### config.mk
export PLATFORM = sky130hd
export DESIGN_NAME = tt_dpll_lock_ctrl
export DESIGN_NICKNAME = d
export VERILOG_FILES = /design/src/rtl/tt_dpll_pkg.sv /design/src/rtl/tt_dpll_lock_ctrl_period_mon.sv /design/src/rtl/tt_dpll_lock_ctrl.sv
export SDC_FILE = /design/constraint.sdc
export NUM_CORES = 1
export LEC_CHECK = 0
export ABC_CLOCK_PERIOD_IN_PS = 4100
export CAP_MARGIN = 40
export CELL_PAD_IN_SITES_DETAIL_PLACEMENT = 0
export CELL_PAD_IN_SITES_GLOBAL_PLACEMENT = 2
export CORE_MARGIN = 4
export CORE_UTILIZATION = 37
export DETAILED_ROUTE_END_ITERATION = 12
export GPL_TIMING_DRIVEN = 0
export HOLD_SLACK_MARGIN = 0.06
export PLACE_DENSITY_LB_ADDON = 0.1
export SYNTH_ARGS = -nofsm -noshare
export SYNTH_HDL_FRONTEND = slang
export SYNTH_SLANG_ARGS = --single-unit
### constraint.sdc
create_clock -name o_clk_gen -period 4.1 [get_ports o_clk_gen]
set_clock_uncertainty 0.05 [all_clocks]
set_input_delay 0.41 -clock o_clk_gen [delete_from_list [all_inputs] [get_ports o_clk_gen]]
set_output_delay 0.41 -clock o_clk_gen [all_outputs]
set_load 0.1 [all_outputs]
### src/rtl/tt_dpll_pkg.sv
// Shared types and defaults for the DPLL lock controller.
package tt_dpll_pkg;

  typedef enum logic [2:0] {
    StIdle    = 3'd0,
    StAcq     = 3'd1,
    StRestart = 3'd2,
    StLocked  = 3'd3
  } lock_state_e;

  localparam logic [1:0] GAIN_OFF   = 2'd0;
  localparam logic [1:0] GAIN_TRACK = 2'd1;
  localparam logic [1:0] GAIN_ACQ   = 2'd3;

  localparam int unsigned DEF_LOCK_CNT    = 16;
  localparam int unsigned DEF_UNLOCK_CNT  = 4;
  localparam int unsigned DEF_ACQ_TIMEOUT = 255;
  localparam int unsigned DEF_PULSE_TOL   = 1;
  localparam int unsigned DEF_ERR_W       = 4;

endpackage

### src/rtl/tt_dpll_lock_ctrl_period_mon.sv
// Divider-period monitor: boundary detect, per-period PFD activity count and
// partial-period discard. Owns the div_q / first-edge / err_cnt scan segment.
module tt_dpll_period_mon
  import tt_dpll_pkg::*;
#(
  parameter int unsigned ERR_W     = DEF_ERR_W,
  parameter int unsigned PULSE_TOL = DEF_PULSE_TOL
) (
  input  logic clk,
  input  logic rst_n,
  input  logic arm,
  input  logic activity,
  input  logic clk_div,
  input  logic scan_en,
  input  logic scan_in,
  output logic period_valid,
  output logic period_clean,
  output logic scan_out
);

  localparam logic [ERR_W-1:0] ErrMax = {ERR_W{1'b1}};
  localparam logic [ERR_W-1:0] ErrTol = ERR_W'(PULSE_TOL);

  logic             div_q, div_d;
  logic             first_q, first_d;
  logic [ERR_W-1:0] err_q, err_d;
  logic             div_edge;

  assign div_edge = clk_div & ~div_q;

  // Next-state: scan shift, or edge tracking and saturating activity count.
  always_comb begin
    div_d   = div_q;
    first_d = first_q;
    err_d   = err_q;
    if (scan_en) begin
      div_d   = scan_in;
      first_d = div_q;
      err_d   = ERR_W'({first_q, err_q} >> 1);
    end else begin
      div_d = clk_div;
      if (arm) begin
        // Next boundary after leaving IDLE/RESTART ends a partial period.
        first_d = 1'b1;
        err_d   = '0;
      end else if (div_edge) begin
        // Boundary-cycle activity belongs to the period that is starting.
        first_d = 1'b0;
        err_d   = activity ? ERR_W'(1) : '0;
      end else if (activity && (err_q != ErrMax)) begin
        err_d = err_q + 1'b1;
      end
    end
  end

  // State registers.
  always_ff @(posedge clk or negedge rst_n) begin
    if (!rst_n) begin
      div_q   <= 1'b0;
      first_q <= 1'b1;
      err_q   <= '0;
    end else begin
      div_q   <= div_d;
      first_q <= first_d;
      err_q   <= err_d;
    end
  end

  assign period_valid = div_edge & ~first_q & ~arm & ~scan_en;
  assign period_clean = (err_q <= ErrTol);
  assign scan_out     = err_q[0];

endmodule

### src/rtl/tt_dpll_lock_ctrl.sv
// DPLL acquisition / lock supervision FSM with hysteretic lock decision,
// LPF gain scheduling, integrator hold/clear and a sticky loss-of-lock flag.
module tt_dpll_lock_ctrl
  import tt_dpll_pkg::*;
#(
  parameter int unsigned LOCK_CNT    = DEF_LOCK_CNT,
  parameter int unsigned UNLOCK_CNT  = DEF_UNLOCK_CNT,
  parameter int unsigned ACQ_TIMEOUT = DEF_ACQ_TIMEOUT,
  parameter int unsigned PULSE_TOL   = DEF_PULSE_TOL,
  parameter int unsigned ERR_W       = DEF_ERR_W
) (
  input  logic       o_clk_gen,
  input  logic       i_rst_n,
  input  logic       i_enable,
  input  logic       i_up,
  input  logic       i_down,
  input  logic       i_clk_div,
  input  logic       i_clr_lost,
  input  logic       i_scan_en,
  input  logic       i_scan_in,
  output logic       o_locked,
  output logic       o_lock_lost,
  output logic [1:0] o_gain_sel,
  output logic       o_lpf_hold,
  output logic       o_lpf_clear,
  output logic [2:0] o_state,
  output logic       o_scan_out
);

  localparam int unsigned CleanW = $clog2(LOCK_CNT + 1);
  localparam int unsigned DirtyW = $clog2(UNLOCK_CNT + 1);
  localparam int unsigned TmoW   = $clog2(ACQ_TIMEOUT + 1);

  localparam logic [CleanW-1:0] CleanLim = CleanW'(LOCK_CNT);
  localparam logic [DirtyW-1:0] DirtyLim = DirtyW'(UNLOCK_CNT);
  localparam logic [TmoW-1:0]   TmoLim   = TmoW'(ACQ_TIMEOUT);

  lock_state_e       state_q, state_d;
  logic [CleanW-1:0] clean_q, clean_d, clean_nx;
  logic [DirtyW-1:0] dirty_q, dirty_d, dirty_nx;
  logic [TmoW-1:0]   tmo_q, tmo_d, tmo_nx;
  logic              lost_q, lost_d;
  logic              set_lost;

  logic              arm;
  logic              period_valid;
  logic              period_clean;
  logic              mon_scan_out;

  assign arm = (state_q == StIdle) || (state_q == StRestart);

  tt_dpll_period_mon #(
    .ERR_W     (ERR_W),
    .PULSE_TOL (PULSE_TOL)
  ) u_period_mon (
    .clk          (o_clk_gen),
    .rst_n        (i_rst_n),
    .arm          (arm),
    .activity     (i_up | i_down),
    .clk_div      (i_clk_div),
    .scan_en      (i_scan_en),
    .scan_in      (state_q[0]),
    .period_valid (period_valid),
    .period_clean (period_clean),
    .scan_out     (mon_scan_out)
  );

  // Next-state: scan shift, or FSM transitions with counter bookkeeping.
  always_comb begin
    state_d  = state_q;
    clean_d  = clean_q;
    dirty_d  = dirty_q;
    tmo_d    = tmo_q;
    lost_d   = lost_q;
    set_lost = 1'b0;
    clean_nx = period_clean ? clean_q + 1'b1 : '0;
    dirty_nx = period_clean ? '0 : dirty_q + 1'b1;
    tmo_nx   = tmo_q + 1'b1;
    if (i_scan_en) begin
      state_d = lock_state_e'({i_scan_in, state_q[2:1]});
      clean_d = CleanW'({mon_scan_out, clean_q} >> 1);
      dirty_d = DirtyW'({clean_q[0], dirty_q} >> 1);
      tmo_d   = TmoW'({dirty_q[0], tmo_q} >> 1);
      lost_d  = tmo_q[0];
    end else begin
      case (state_q)
        StIdle: begin
          clean_d = '0;
          dirty_d = '0;
          tmo_d   = '0;
          state_d = StAcq;
        end
        StAcq: begin
          if (period_valid) begin
            // Lock wins over a timeout landing on the same boundary.
            if (clean_nx == CleanLim) begin
              state_d = StLocked;
              clean_d = '0;
              tmo_d   = '0;
              dirty_d = '0;
            end else if (tmo_nx == TmoLim) begin
              state_d = StRestart;
              clean_d = '0;
              tmo_d   = '0;
            end else begin
              clean_d = clean_nx;
              tmo_d   = tmo_nx;
            end
          end
        end
        StRestart: begin
          clean_d = '0;
          dirty_d = '0;
          tmo_d   = '0;
          state_d = StAcq;
        end
        StLocked: begin
          if (period_valid) begin
            if (dirty_nx == DirtyLim) begin
              state_d  = StAcq;
              dirty_d  = '0;
              set_lost = 1'b1;
            end else begin
              dirty_d = dirty_nx;
            end
          end
        end
        default: begin
          state_d = StIdle;
          clean_d = '0;
          dirty_d = '0;
          tmo_d   = '0;
        end
      endcase
      // Disable overrides everything, including a coincident evaluation.
      if (!i_enable) begin
        state_d  = StIdle;
        clean_d  = '0;
        dirty_d  = '0;
        tmo_d    = '0;
        set_lost = 1'b0;
      end
      if (set_lost) begin
        lost_d = 1'b1;
      end else if (i_clr_lost) begin
        lost_d = 1'b0;
      end
    end
  end

  // State registers.
  always_ff @(posedge o_clk_gen or negedge i_rst_n) begin
    if (!i_rst_n) begin
      state_q <= StIdle;
      clean_q <= '0;
      dirty_q <= '0;
      tmo_q   <= '0;
      lost_q  <= 1'b0;
    end else begin
      state_q <= state_d;
      clean_q <= clean_d;
      dirty_q <= dirty_d;
      tmo_q   <= tmo_d;
      lost_q  <= lost_d;
    end
  end

  // Output decode from the state register.
  always_comb begin
    o_gain_sel  = GAIN_OFF;
    o_lpf_hold  = 1'b1;
    o_lpf_clear = 1'b0;
    o_locked    = 1'b0;
    case (state_q)
      StAcq: begin
        o_gain_sel = GAIN_ACQ;
        o_lpf_hold = 1'b0;
      end
      StRestart: begin
        o_lpf_clear = 1'b1;
      end
      StLocked: begin
        o_gain_sel = GAIN_TRACK;
        o_lpf_hold = 1'b0;
        o_locked   = 1'b1;
      end
      default: ;
    endcase
  end

  assign o_state     = state_q;
  assign o_lock_lost = lost_q;
  assign o_scan_out  = lost_q;

endmodule

==> out/metrics.cfg, run 1 <==
[sta]
setup_repair_after_global_routing_missed_its_margin=false
worst_slew_pin_slew_ns=0.563
period_share=0.657
number_of_pins_with_negative_max_slew_slack_in_the_final_report=0
timing.final.crit_period_ns=2.69
timing.final.setup_violations=0
finalHoldWorstSlack_ns=0.421
worst_slew_slack_as_a_fraction_of_its_limit=0.622
fmaxAchievable_ghz=0.371
final.setup.tns_ns=0
hold_violations=0

[power]
leakage_uw=0.000875
peakVddDrop_v=0.000118
power.density_cell_area_nw_per_um2=359

[floorplanning]
coreArea_um2=4500
ioPinCount=19
design.die.area_um2=5970
floorplan.die.height_um=77.2
floorplan.initialDensity=0.394
die_w_um=77.2
core.rowCount=24

[setup_path]
crit_path_max_fanout=9
worst-r2r-cell-count=7
worstPathCellList=ha_1, nand3_1, or3b_2, a32o_1, o311ai_4, o31ai_2, a221o_1
cp.depth=7
timing.setup.critical_path_class=reg2reg
cp_data_required_time_ns=4.21
timing.critical_path.max_delay_family=compound AO/OA/AOI/OAI gates
critical_path.startpoint_type=register
setup.worst_path.end_class=register
critical-path-slowest-cell=dfrtp_1
critical_path_max_stage_delay_ns=0.51
setup.worst_path.end=clean_q[2]
critical_path.startpoint=tmo_q[1]
timing.rr.start=tmo_q[1]
crit_arrival_ns=2.80
rr_endpoint=clean_q[2]
timing.critical_path.buf_inv=0
ff2ff_setup_slack_ns=1.41

[logic_synthesis]
synth-xor-area-share=0.0197
ys.flop_type=dfrtp_1
synth_area_um2=1770
proportion_of_synthesized_area_in_mux_cells=0
synth_adder_area_share=0.0494
synth_cells=203
number_of_synthesized_flops_with_an_enable_pin=0
register_bit_count_reported_by_yosys=26
yosysWarningCount=0
synth-async-reset-ratio=1.00
yosysUniqueCellTypes=51
postSynthAreaPerCell_um2=8.74
synth_compound_gate_area_share=0.276
synth-seq-area-share=0.367
post_synth_and_or_nand_nor_area_fraction=0.240
synth_top_family_by_area=compound AO/OA/AOI/OAI gates
synthesis.nets=219

[detailed_routing]
drt.antenna.violating_nets=0
avgRoutedWirePerCell_um=16.4
total_via_count_after_detailed_routing=1685
vias_per_cell=5.85
drt-initial-drc-count=160
detailedRoute.firstPassIterationCount=4
remaining_routing_drc_violations=0
route.final.wire_length_um=4720

[global_routing]
grt_use_total=0.170
grt_max_degree=18
grt_pass1_wl_um=8310
via_count_of_the_first_global_routing_pass=1695
initial_antenna_violation_count=0
globalRoute.totalOverflow=0

[cts]
cts_root_buffer=clkbuf_8
holdBufCountCts=0
cts-buffers-inserted=3
h_tree_depth=1
clkLatencyLatePin_ns=0.27
clk_pin_slew_worst_paths_ns=0.10
post_cts.resized_instances=0
tritoncts=done
post-cts-setup-buffers=0
max_buffers_root_to_sink=2
cts_sinks=26

[finish]
layout-area-overhead-vs-synth_pct=26.0
final.fill_count=418
design.final.nets=253
drive_gt1_frac=0.123
n_antenna_cell=0

[job]
cap_violations=0

[place]
place_hpwl_um=3580
place_congestion=0.890
buffer_ports.inserted=18

[run_status]
run_status=finished, final reports clean

[min_path]
worstHoldPathType=in2async

==> cells by family after synthesis <==
group	after synthesis
AOI/OAI and AO/OA	71
xor gates and xnor gates	4
adders and majority gates	7
buffers and inverters	18
DFF	26
and+or+nand+nor	77
==> per-layer routing <==
metal  GRT usage  wire length, um
met1       0.230             2240
met2       0.278             2190
met3      0.0211              187
met4      0.0587               97
met5           0                0
==> state kept, by name, summed over array words and instances, names as in the netlist <==
register / cells
clean_q: 5
o_state: 3
dirty_q: 3
tmo_q: 8
u_period_mon.err_q: 4
u_period_mon.first_q: 1
o_lock_lost: 1
u_period_mon.div_q: 1
==> through the flow <==
step	setup WS [ns]	util	area, um^2	total power, uW	instances
4_1_cts	1.44	0.496	2230	810	288
3_3_place_gp	1.24	0.449	2020	606	273
3_5_place_dp	1.24	0.486	2190	655	284
2_1_floorplan	0.393	-	1780	531	203
5_1_grt	1.27	0.496	2230	848	288
6_report	1.41	0.496	2230	802	288
==> cells in the final DEF, fill, tap and decap left out, drive strengths merged, types with 2 or more instances in the layout <==
cell           synthesis  layout
nor2b                  7       7
nor3                   9       9
or4                    4       4
o21ai                 16      16
or3                    2       2
o21a                   5       5
buf                    5      16
dfrtp                 25      25
ha                     7       7
clkbuf                 7      11
o31ai                  3       3
and2                   3       3
nor4                   3       3
a21oi                 18      18
a22oi                 11      11
clkdlybuf4s50          0      18
a221o                  3       3
and3                   3       3
a31oi                  2       2
nand2b                 4       4
nor2                  12      12
nand3                  9       9
xnor2                  4       4
a22o                   3       3
inv                    6       6
nand2                 13      13
==> cell type report <==
| type | count | area [um^2] | area share |
|---|---|---|---|
| Buffer | 12 | 62.6 | 0.0280 |
| Timing Repair Buffer | 29 | 345 | 0.155 |
| Clock buffer | 4 | 45.0 | 0.0202 |
| Inverter | 6 | 22.5 | 0.0101 |
| Sequential cell | 26 | 652 | 0.292 |
| Multi-Input combinational cell | 159 | 1040 | 0.466 |
| Tap cell | 52 | 65.1 | 0.0291 |
==> how the worst min path moves through the flow <==
stage	slack, ns	end	cells past startpoint	from
after global placement	0.46	u_period_mon.first_q	2	u_period_mon.div_q
final	0.42	o_state[2]	1	i_rst_n
after floorplan	0.06	clean_q[0]	0	i_rst_n
after global routing	0.45	o_state[2]	1	i_rst_n
after CTS	0.42	o_lock_lost	1	i_rst_n
after detailed placement	0.47	u_period_mon.first_q	2	u_period_mon.div_q
==> synthesized netlist by cell type, types with 4 or more instances <==
| cell type | instances | area, um^2 |
|---|---|---|
| clkbuf_1 | 7 | 26.3 |
| o21a_1 | 5 | 37.5 |
| nand3_1 | 9 | 45.0 |
| xnor2_1 | 4 | 35.0 |
| nor3_1 | 9 | 45.0 |
| nor2b_1 | 7 | 43.8 |
| a21oi_1 | 18 | 90.1 |
| o21ai_1 | 11 | 55.1 |
| a22oi_1 | 11 | 82.6 |
| o21ai_0 | 4 | 20.0 |
| dfrtp_1 | 25 | 626 |
| inv_1 | 5 | 18.8 |
| nand2_1 | 13 | 48.8 |
| nor2_1 | 12 | 45.0 |
| nand2b_1 | 4 | 25.0 |
| ha_1 | 7 | 87.6 |
==> power by group <==
group | internal [uW] | leakage (uW) | switching, uW
clock network | 69.6 | 0.0000228 | 82.2
logic | 123 | 0.000508 | 203
registers | 286 | 0.000345 | 38.1
total | 479 | 0.000875 | 323
No activity file was read; power rests on OpenSTA's default activity.
==> run 2, diff against run 1 <==
--- a/config.mk
+++ b/config.mk
@@ -5,12 +5,12 @@
 export SDC_FILE = /design/constraint.sdc
 export NUM_CORES = 1
 export LEC_CHECK = 0
-export ABC_CLOCK_PERIOD_IN_PS = 4100
+export ABC_CLOCK_PERIOD_IN_PS = 2500
 export CAP_MARGIN = 40
 export CELL_PAD_IN_SITES_DETAIL_PLACEMENT = 0
 export CELL_PAD_IN_SITES_GLOBAL_PLACEMENT = 2
 export CORE_MARGIN = 4
-export CORE_UTILIZATION = 37
+export CORE_UTILIZATION = 34
 export DETAILED_ROUTE_END_ITERATION = 12
 export GPL_TIMING_DRIVEN = 0
 export HOLD_SLACK_MARGIN = 0.06
==> constraint.sdc (replaced) <==
create_clock -name o_clk_gen -period 2.5 [get_ports o_clk_gen]
set_clock_uncertainty 0.05 [all_clocks]
set_input_delay 0.25 -clock o_clk_gen [delete_from_list [all_inputs] [get_ports o_clk_gen]]
set_output_delay 0.25 -clock o_clk_gen [all_outputs]
set_load 0.1 [all_outputs]
==> run 2 against run 1 <==
Compared with the run above:
- fmax grew 11%
- die area grew 7.9%
- routed wire length grew 9.6%
==> out/metrics.cfg, run 2 (synthesis results as in run 1) <==
[finish]
final_common_cell=dfrtp_1  ; unchanged
largest_register_ff_count=8  ; unchanged
top_register=tmo_q  ; unchanged
final_cell_count_no_fill=309  ; was 288
n_antenna_cell=0  ; unchanged
drive_gt1_frac=0.172  ; was 0.123
top_regs=tmo_q: 8 flops, clean_q: 5 flops, u_period_mon.err_q: 4 flops  ; unchanged
layout-area-overhead-vs-synth_pct=33.7  ; was 26.0%
commonest_cells_after_routing_fill_and_taps_aside=dfrtp_1 (22), a21oi_1 (18), clkdlybuf4s50_1 (18), nand2_1 (13)  ; was dfrtp_1 (25), a21oi_1 (18), clkdlybuf4s50_1 (18), nand2_1 (13)
design.final.nets=256  ; was 253

[cts]
clk_pin_slew_worst_paths_ns=0.11  ; was 0.10 ns
cts-buffers-inserted=3  ; unchanged
clkLatencyLatePin_ns=0.28  ; was 0.27 ns
cts_sinks=26  ; unchanged
tritoncts=done  ; unchanged
cts_root_buffer=clkbuf_8  ; unchanged
h_tree_depth=1  ; unchanged
max_buffers_root_to_sink=2  ; unchanged

[floorplanning]
die_w_um=80.2  ; was 77.2 um
ioPinCount=19  ; unchanged
floorplan.initialDensity=0.350  ; was 0.394
coreArea_um2=5070  ; was 4500 um^2
core.rowCount=26  ; was 24
floorplan.die.height_um=80.2  ; was 77.2 um
design.die.area_um2=6440  ; was 5970 um^2

[setup_path]
cp.depth=8  ; was 7
critical_path.startpoint_type=register  ; unchanged
rr_endpoint=clean_q[2]  ; unchanged
ff2ff_setup_slack_ns=0.08  ; was 1.41 ns
worst-r2r-cell-count=8  ; was 7
timing.critical_path.max_delay_family=compound AO/OA/AOI/OAI gates  ; unchanged
critical_path.startpoint=tmo_q[0]  ; was tmo_q[1]
setup.worst_path.end_class=register  ; unchanged
setup.worst_path.end=clean_q[2]  ; unchanged
timing.rr.start=tmo_q[0]  ; was tmo_q[1]
timing.critical_path.buf_inv=1  ; was 0
cp_data_required_time_ns=2.63  ; was 4.21 ns
worstPathCellList=ha_2, nand3_1, or3b_2, a32o_1, o311ai_4, buf_6, o31ai_2, a221o_1  ; was ha_1, nand3_1, or3b_2, a32o_1, o311ai_4, o31ai_2, a221o_1
critical_path_max_stage_delay_ns=0.47  ; was 0.51 ns
crit_path_max_fanout=6  ; was 9
timing.setup.critical_path_class=reg2reg  ; unchanged
crit_arrival_ns=2.55  ; was 2.80 ns
critical-path-slowest-cell=or3b_2  ; was dfrtp_1

[sta]
timing.final.setup_violations=0  ; unchanged
hold_violations=0  ; unchanged
period_share=0.968  ; was 0.657
fmaxAchievable_ghz=0.413  ; was 0.371 GHz
final.setup.tns_ns=0  ; unchanged
worst_slew_pin_slew_ns=0.717  ; was 0.563 ns
number_of_pins_with_negative_max_slew_slack_in_the_final_report=0  ; unchanged
setup_repair_after_global_routing_missed_its_margin=false  ; unchanged
timing.final.crit_period_ns=2.42  ; was 2.69 ns
worst_slew_slack_as_a_fraction_of_its_limit=0.521  ; was 0.622

[global_routing]
globalRoute.totalOverflow=0  ; unchanged
initial_antenna_violation_count=0  ; unchanged
grt_pass1_wl_um=8720  ; was 8310 um
global_route.usage.met1=0.224  ; was 0.230
most_used_routing_layer_in_global_routing=met2  ; unchanged
grt_use_total=0.173  ; was 0.170
grt_max_degree=16  ; was 18
via_count_of_the_first_global_routing_pass=1701  ; was 1695
global_route.usage.met2=0.301  ; was 0.278
use_met3=0.0224  ; was 0.0211

[detailed_routing]
detailedRoute.firstPassIterationCount=7  ; was 4
total_via_count_after_detailed_routing=1726  ; was 1685
drt.antenna.violating_nets=0  ; unchanged
drt-initial-drc-count=117  ; was 160
remaining_routing_drc_violations=0  ; unchanged
route.final.wire_length_um=5180  ; was 4720 um
vias_per_cell=5.59  ; was 5.85
avgRoutedWirePerCell_um=16.8  ; was 16.4 um

[power]
leakage_uw=0.000919  ; was 0.000875 uW
power_switching_uw=562  ; was 323 uW
power_report.internal_total_uw=902  ; was 479 uW
switching_share=0.384  ; was 0.403
power_frac_seq=0.361  ; was 0.404
power.density_cell_area_nw_per_um2=617  ; was 359 nW/um^2
power.clock.fraction=0.250  ; was 0.189
comb_power_share=0.389  ; was 0.407
peakVddDrop_v=0.000305  ; was 0.000118 V

[run_status]
run_status=finished, final reports clean  ; unchanged

[place]
place_congestion=0.854  ; was 0.890
buffer_ports.inserted=18  ; unchanged
place_hpwl_um=3810  ; was 3580 um
place_inst=302  ; was 284

[min_path]
worstHoldPathType=in2async  ; unchanged

[job]
cap_violations=0  ; unchanged

-- run 2: per-stage QoR --
stage | cell area (um^2) | setup WS [ns] | utilization | hold WS [ns] | total power (uW)
after floorplan | 1820 | -0.147 | - | -0.0956 | 885
after detailed placement | 2260 | -0.199 | 0.446 | 0.463 | 1100
after global routing | 2370 | 0.00351 | 0.467 | 0.402 | 1550
after global placement | 2090 | -0.167 | 0.411 | 0.450 | 1010
final | 2370 | 0.0808 | 0.467 | 0.337 | 1460
after CTS | 2360 | 0.0713 | 0.465 | 0.365 | 1470
-- run 2: how the worst min path moves through the flow --
stage	start	end	slack [ns]	cells past startpoint
detailed placement	u_period_mon.div_q	u_period_mon.first_q	0.46	2
global placement	u_period_mon.div_q	u_period_mon.first_q	0.45	2
CTS	i_rst_n	u_period_mon.err_q[2]	0.37	1
floorplan	i_rst_n	clean_q[0]	-0.1	0
finish	i_rst_n	o_state[0]	0.34	1
global route	i_rst_n	u_period_mon.err_q[2]	0.40	1
-- run 2: what timing repair did --
| item | in CTS | in global routing |
|---|---|---|
| hold endpoints to repair | 0 | 0 |
| hold buffers | 0 | 0 |
| gates resized for setup | 3 | 2 |
| pin swaps | 1 | 0 |
| endpoints found under the setup margin | 15 | 7 |
| setup buffers | 3 | 0 |
-- run 2: routing by layer --
metal  vias to the layer above  share of wire
met5                         -              0
met4                         0         0.0058
met1                       850           0.46
met3                         2          0.042
met2                        43           0.50
li1                        831              -
-- run 2: power groups by stage --
stage                     Combinational [uW]  Clock [uW]  Sequential, uW
after floorplan                          332           0             553
after global placement                   471           0             537
after detailed placement                 559           0             540
after CTS                                573         372             527
after global routing                     618         391             538
final                                    570         365             529
-- run 2: area by class of cell --
| class | count | area (um^2) |
|---|---|---|
| clock inverters | 1 | 30.0 |
| plain buffers | 12 | 70.1 |
| clock buffers | 3 | 41.3 |
| inverters | 6 | 30.0 |
| flip-flops and latches | 26 | 658 |
| repair buffers | 32 | 384 |
| multi-input cells | 159 | 1070 |
| well taps | 70 | 87.6 |
| fillers | 495 | 2700 |
-- run 2: worst reg2reg max path: stages, from the launching register on --
cell	delay, ns
dfrtp_2	0.39
ha_2	0.21
nand3_1	0.15
or3b_2	0.47
a32o_1	0.27
o311ai_4	0.22
buf_6	0.16
o31ai_2	0.06
a221o_1	0.33
